===== src/rtl/queue_op_sched.sv =====
// Round-robin arbiter serialising push/pop/remove/modify ops onto one queue.
// Define QUEUE_OP_SCHED_POP_PRIO_EN to give pending pops strict priority.
module queue_op_sched #(
    parameter int NUM_REQ   = 4,
    parameter int ID_W      = $clog2(NUM_REQ),
    parameter int DATA_SIZE = 64,
    parameter int PTR_WIDTH = 6
) (
    input  logic                           clk,
    input  logic                           reset,
    input  logic [NUM_REQ-1:0]             req_valid,
    output logic [NUM_REQ-1:0]             req_ready,
    input  logic [2*NUM_REQ-1:0]           req_op,
    input  logic [NUM_REQ*PTR_WIDTH-1:0]   req_index,
    input  logic [NUM_REQ*DATA_SIZE-1:0]   req_data,
    output logic                           rsp_valid,
    output logic [ID_W-1:0]                rsp_id,
    output logic [1:0]                     rsp_status,
    output logic [DATA_SIZE-1:0]           rsp_data,
    output logic [2:0]                     q_op_flag,
    output logic [PTR_WIDTH-1:0]           q_op_index,
    output logic [DATA_SIZE-1:0]           q_op_data,
    input  logic [DATA_SIZE-1:0]           q_pop_data,
    input  logic                           q_full,
    input  logic                           q_empty,
    input  logic                           q_error_rem,
    input  logic                           q_error_time
);

    typedef enum logic [1:0] {
        IDLE,
        ISSUE,
        CHECK
    } state_t;

    localparam logic [1:0] OP_PUSH = 2'b00;
    localparam logic [1:0] OP_POP  = 2'b01;

    localparam logic [1:0] ST_OK    = 2'b00;
    localparam logic [1:0] ST_CAP   = 2'b01;
    localparam logic [1:0] ST_BADIX = 2'b10;
    localparam logic [1:0] ST_NRDY  = 2'b11;

    state_t                 state;
    logic [ID_W-1:0]        rr_ptr;
    logic [ID_W-1:0]        cur_id;
    logic [1:0]             cur_op;
    logic [PTR_WIDTH-1:0]   cur_index;
    logic [DATA_SIZE-1:0]   cur_data;
    logic [DATA_SIZE-1:0]   pop_buf;

    logic [NUM_REQ-1:0]     cand;
    logic [NUM_REQ-1:0]     pop_mask;
    logic [ID_W-1:0]        arb_idx;
    logic [ID_W-1:0]        win_id;
    logic                   win_found;
    logic [1:0]             sel_op;
    logic [PTR_WIDTH-1:0]   sel_index;
    logic [DATA_SIZE-1:0]   sel_data;
    logic                   cap_fail;

    always_comb begin
        pop_mask = '0;
        for (int i = 0; i < NUM_REQ; i++) begin
            pop_mask[i] = req_valid[i] && (req_op[2*i +: 2] == OP_POP);
        end
    end

`ifdef QUEUE_OP_SCHED_POP_PRIO_EN
    assign cand = (|pop_mask) ? pop_mask : req_valid;
`else
    assign cand = req_valid;
`endif

    // First candidate at or after rr_ptr, wrapping in id order.
    always_comb begin
        win_found = 1'b0;
        win_id    = '0;
        arb_idx   = '0;
        for (int i = 0; i < NUM_REQ; i++) begin
            arb_idx = rr_ptr + ID_W'(i);
            if (!win_found && cand[arb_idx]) begin
                win_found = 1'b1;
                win_id    = arb_idx;
            end
        end
    end

    always_comb begin
        sel_op    = '0;
        sel_index = '0;
        sel_data  = '0;
        for (int i = 0; i < NUM_REQ; i++) begin
            if (ID_W'(i) == win_id) begin
                sel_op    = req_op[2*i +: 2];
                sel_index = req_index[i*PTR_WIDTH +: PTR_WIDTH];
                sel_data  = req_data[i*DATA_SIZE +: DATA_SIZE];
            end
        end
    end

    assign req_ready = (state == IDLE && win_found)
                     ? ({{(NUM_REQ-1){1'b0}}, 1'b1} << win_id)
                     : '0;

    // Pre-check keeps the queue's sticky overflow/underflow flag clear.
    assign cap_fail = ((cur_op == OP_PUSH) && q_full)
                   || ((cur_op == OP_POP) && q_empty);

    assign q_op_flag  = (state == ISSUE && !cap_fail)
                      ? {1'b1, cur_op} : 3'b000;
    assign q_op_index = (state != IDLE) ? cur_index : '0;
    assign q_op_data  = (state != IDLE) ? cur_data : '0;

    always_ff @(posedge clk or posedge reset) begin
        if (reset) begin
            state      <= IDLE;
            rr_ptr     <= '0;
            cur_id     <= '0;
            cur_op     <= '0;
            cur_index  <= '0;
            cur_data   <= '0;
            pop_buf    <= '0;
            rsp_valid  <= 1'b0;
            rsp_id     <= '0;
            rsp_status <= ST_OK;
            rsp_data   <= '0;
        end else begin
            rsp_valid  <= 1'b0;
            rsp_id     <= '0;
            rsp_status <= ST_OK;
            rsp_data   <= '0;
            unique case (state)
                IDLE: begin
                    if (win_found) begin
                        cur_id    <= win_id;
                        cur_op    <= sel_op;
                        cur_index <= sel_index;
                        cur_data  <= sel_data;
                        rr_ptr    <= win_id + ID_W'(1);
                        state     <= ISSUE;
                    end
                end
                ISSUE: begin
                    if (cap_fail) begin
                        rsp_valid  <= 1'b1;
                        rsp_id     <= cur_id;
                        rsp_status <= ST_CAP;
                        state      <= IDLE;
                    end else begin
                        pop_buf <= q_pop_data;
                        state   <= CHECK;
                    end
                end
                CHECK: begin
                    rsp_valid <= 1'b1;
                    rsp_id    <= cur_id;
                    state     <= IDLE;
                    if (cur_op == OP_POP) begin
                        if (q_error_time) begin
                            rsp_status <= ST_NRDY;
                        end else begin
                            rsp_data <= pop_buf;
                        end
                    end else if (cur_op != OP_PUSH) begin
                        rsp_status <= q_error_rem ? ST_BADIX : ST_OK;
                    end
                end
                default: state <= IDLE;
            endcase
        end
    end

endmodule

===== config.mk =====
export PLATFORM = sky130hd
export DESIGN_NAME = queue_op_sched
export DESIGN_NICKNAME = d
export VERILOG_FILES = /design/src/rtl/queue_op_sched.sv
export SDC_FILE = /design/constraint.sdc
export NUM_CORES = 1
export LEC_CHECK = 0
export ABC_AREA = 1
export CAP_MARGIN = 20
export CORE_AREA = 2 2 198 200
export CTS_CLUSTER_DIAMETER = 30
export DETAILED_ROUTE_END_ITERATION = 8
export DIE_AREA = 0 0 200 202
export DONT_BUFFER_PORTS = 1
export PLACE_DENSITY = 0.5
export SLEW_MARGIN = 30
export SYNTH_ARGS = -nofsm -noshare
export SYNTH_HDL_FRONTEND = slang
export SYNTH_SLANG_ARGS = --single-unit

===== constraint.sdc =====
create_clock -name clk -period 15.5 [get_ports clk]
set_input_delay 3.1 -clock clk [delete_from_list [all_inputs] [get_ports clk]]
set_output_delay 3.1 -clock clk [all_outputs]
set_load 0.01 [all_outputs]

## After elaboration in Yosys (flattened, before gate mapping)

Cells that the tools add are included.
Widths: inputs -> output; s select.

- Word-level logic and storage cells: 95
- Register bits after elaboration: 211

- Magnitude comparators: 4
- Shift operators: 1
- Bitwise operators: 1
- Reduce and logical (&&, ||, !) cells: 19
- Add/subtract/negate cells: 4
- Muxes and demuxes: 48
- Eq/ne operators: 7

Operators with widths:

| kind | number |
|---|---|
| $mux 64 | 8 |
| $mux 2 | 15 |
| $mux 6 | 5 |
| $lt 2x3->1 const B | 4 |
| $pmux 2 s2 | 3 |
| $mux 1 | 10 |
| $bmux 1 s2 | 4 |
| $logic_and 1x1->1 | 7 |
| $logic_not 2->1 | 3 |
| $add 2x1->2 const B | 2 |
| $add 2x2->2 const B | 2 |
| $eq 2x1->1 const B | 2 |
| $eq 2x2->1 const A | 2 |
| $logic_not 1->1 | 4 |
| $mux 4 | 1 |
| $reduce_and 2->1 | 2 |
| $reduce_bool 2->1 | 2 |
| $shl 1x2->4 const A | 1 |
| $mux 3 | 1 |
| $eq 1x2->1 const A | 1 |
| $eq 2x2->1 const B | 1 |
| $ne 2x2->1 const B | 1 |
| $pmux 1 s2 | 1 |
| $logic_or 1x1->1 | 1 |
| $not 1->1 | 1 |

## Longest topological paths before layout

- Depth in word-level cells: 17
- Depth in mapped cells: 19
- Gate-level depth less buffers: 18

## Least setup slack after synthesis

No wires, ideal clock.

- Kind: input to output
- From: input req_valid[1]
- To: output req_ready[1]
- Slack: 7.583 ns
- Stages on the path: 14
- Data required time: 12.400 ns
- Buffers on the path: 2
- Arrival time: 4.817 ns
- Cells stage by stage: inv_1 nand2_1 nand3_1 nand2_2 nor2_4 nand3_1 nand2_1 nand2_1 inv_1 ha_1 clkbuf_1 clkbuf_1 inv_1 nor2_1

- Word-level cells in the longest chain between the ends: 14

Ends and longest elaborated chain:

| item | RTL line | text |
|---|---|---|
| start, declared | 11 | `input logic [NUM_REQ-1:0] req_valid,` |
| $bmux 1 s2 | 82 | `if (!win_found && cand[arb_idx]) begin` |
| $mux 1 (implied by the code) | 82 |  |
| $mux 1 | 82 |  |
| $logic_not 1->1 | 82 |  |
| $logic_and 1x1->1 | 82 |  |
| $mux 1 | 82 |  |
| $logic_not 1->1 | 82 |  |
| $logic_and 1x1->1 | 82 |  |
| $mux 1 | 82 |  |
| $logic_not 1->1 | 82 |  |
| $logic_and 1x1->1 | 82 |  |
| $mux 2 * | 82 |  |
| named net win_id[0] | 55 | `logic [ID_W-1:0] win_id;` |
| $shl 1x2->4 * | 103 | `? ({{(NUM_REQ-1){1'b0}}, 1'b1} << win_id)` |
| $mux 4 * | 103 |  |
| end, declared | 12 | `output logic [NUM_REQ-1:0] req_ready,` |

The timed path passes the listed nets; every way through them passes the cells marked *. The select of a mux whose other input is x is not followed.

## Final worst setup path

- From: input req_valid[1]
- To: output req_ready[3]

The elaborated chain is that of the path after synthesis.

==> results.ini <==
[outcome]
status=finished, final reports clean

[final_layout]
area.growth.synth_to_final_pct=24.97
final_cell_mix=398 x nand2_1, 216 x o21ai_0, 211 x dfrtp_1
multi_input_area_um2=4278
final_nets=1747
stdcell_area_um2=13210
ff_latch_area_um2=5280
mostFrequentLayoutCell=nand2_1
post-route-util=0.3451
drive_gt1_frac=0.1286
fillers=3974

[yosys]
synth_nets=1764
yosysSeqAreaShare=0.4993
synthDistinctLibCells=22
synthCells=1395
ys_seq_elements=211
yosys.area.top_type=dfrtp_1
ys_warn_count=0
yosys.area.top_type_share=0.4993
syn_area_um2=10570
synthTopCellsByArea=dfrtp_1 50%, nand2_1 14%, o21ai_0 10%
avgSynthCellArea_um2=7.580

[place]
placed_cell_area_um2=10920
gp_congestion=0.8736
hpwl_mm=26.41
place_ws_ps=7212
port_buffers=0

[worst_setup_path]
critical_path_class=in2out
worstPathMaxFanout=79
reg2reg_depth=18
startpoint_type=input port
worstPathRequired_ps=12400
worst_setup_path_end_kind=primary output
worstPathArrival_ps=5190
r2r_setup_slack_ps=11650

[clocking]
worstSkewPairLatency_ps=590
postCtsSetupRepairBufs=0
clock_sinks=211
ctsRootBufferMaster=clkbuf_16
clk_pin_slew_ps=40
clock_path_buffers=3
cts-resized-gates=0
numCtsBuffers=61
htreeDepth=2
cts-hold-fix-buffers=0
cts_tree=yes

[die]
core_area_um2=38290
die_height_um=202
placement_rows=72
initial_utilization=0.2762
io_pins=508
dieArea_um2=40400
die_w_um=200

[route]
dr_total_vias=9110
vias_per_cell=4.662
first_pass_iters=5
routed_wl_mm=36.76
postRouteAntennaNets=0
post-route-drc-count=0
avgRoutedWirePerCell_um=18.81
detail_route.iter0.violations=429

[power_and_ir_drop]
powerDensity_nw_per_um2=318.8
leakagePower_nw=6.262
p_seq_frac=0.193
ir_worst_vdd_mv=0.1511
swShare=0.4502
p_int_mw=2.316
finalPower_mw=4.212
p_clk_frac=0.314
power.net_switching_mw=1.896
power_frac_comb=0.493

[sta]
clock-skew-final_ps=21.69
fmax_ghz=0.1206
period_needed_ps=8289
worstMarginPinSlew_ps=943.9
tns_ps=0
setup_viol=0
relSlewSlack=0.3707
timing.final.max_slew_violations=0
fin_crit_sh=0.5348
finalHoldViolCount=0
grt_setup_unrepaired=false
timing.final.ws_setup_ps=7211

[grt]
grt_pass1_vias=8994
grt_overflow=0
antenna_found_initial=11
track_usage=0.1764
grt_first_pass_wirelength_mm=54.08
grt_max_degree=112

[job]
cap_violations=0

[hold_path]
min_path_type=reg2reg
hold_depth=2

cell families after synthesis:
kind of cell    synth area share
simple gates              0.2046
compound gates            0.1872
buf+inv                   0.1006
flops                     0.4993
fa+ha+maj               0.008283
state kept, by name, summed over array words and instances (netlist names):
signal and cells:
cur_data 64, cur_id 2, cur_index 6, cur_op 2
pop_buf 64, rr_ptr 2, rsp_data 64, rsp_id 2
rsp_status 2, rsp_valid 1, state 2
path summary, 6_finish.rpt:
path,start,endpoint
min,pop_buf[55],rsp_data[55]
min reg2reg,pop_buf[55],rsp_data[55]
max in group asynchronous,reset,pop_buf[35]
max,req_valid[1],req_ready[3]
max reg2reg,rr_ptr[0],cur_op[1]
min in group asynchronous,reset,rsp_data[21]
through the flow:
stage	hold slack, ps	instances
CTS	475.9	1948
floorplan	449.0	1395
global route	493.6	1951
finish	476.0	1954
detailed placement	467.4	1832
global placement	462.2	1832
synth_stat cells (all sizes together):
| cell type | instances |
|---|---|
| clkbuf | 73 |
| nor2 | 147 |
| nand2 | 402 |
| o21ai | 287 |
| a21oi | 74 |
| inv | 161 |
| nand3 | 12 |
| dfrtp | 211 |
| clkinv | 1 |
| ha | 7 |
| nand3b | 1 |
| buf | 19 |
power by group through the flow:
stage / Sequential, mW / Clock [mW] / Combinational, mW
2_1_floorplan: 0.803 / 0 / 1.62
3_3_place_gp: 0.820 / 0 / 2.05
3_5_place_dp: 0.822 / 0 / 2.09
4_1_cts: 0.815 / 1.35 / 2.10
5_1_grt: 0.833 / 1.39 / 2.39
6_report: 0.813 / 1.32 / 2.08
area by class of cell:
cell class	instances	share of cell area
antenna	5	0.0009469
clock buffer	84	0.1350
clock inverter	32	0.03541
inverter	162	0.04706
multi-input combinational	930	0.3237
sequential	211	0.3996
tap	518	0.04905
timing repair buffer	12	0.009185
routing by layer:
metal	wire, um	GRT usage	part of all wire	up-vias
met3	3780	0.07142	0.10	55
met5	50	0	0.0014	-
met4	839	0.05688	0.023	6
met2	17530	0.2912	0.48	419
li1	-	-	-	4366
met1	14550	0.2077	0.40	4264
critical path: stages:
cell and delay (ps):
inv_1 50, nand2_1 70, nand3_1 150, nand2_2 90, nor2_4 180, nand3_1 90
nand2_1 80, nand2_1 150, inv_1 170, ha_4 140, buf_4 580, inv_1 90
nor2_1 220
Power figures use the tool's default switching activity.
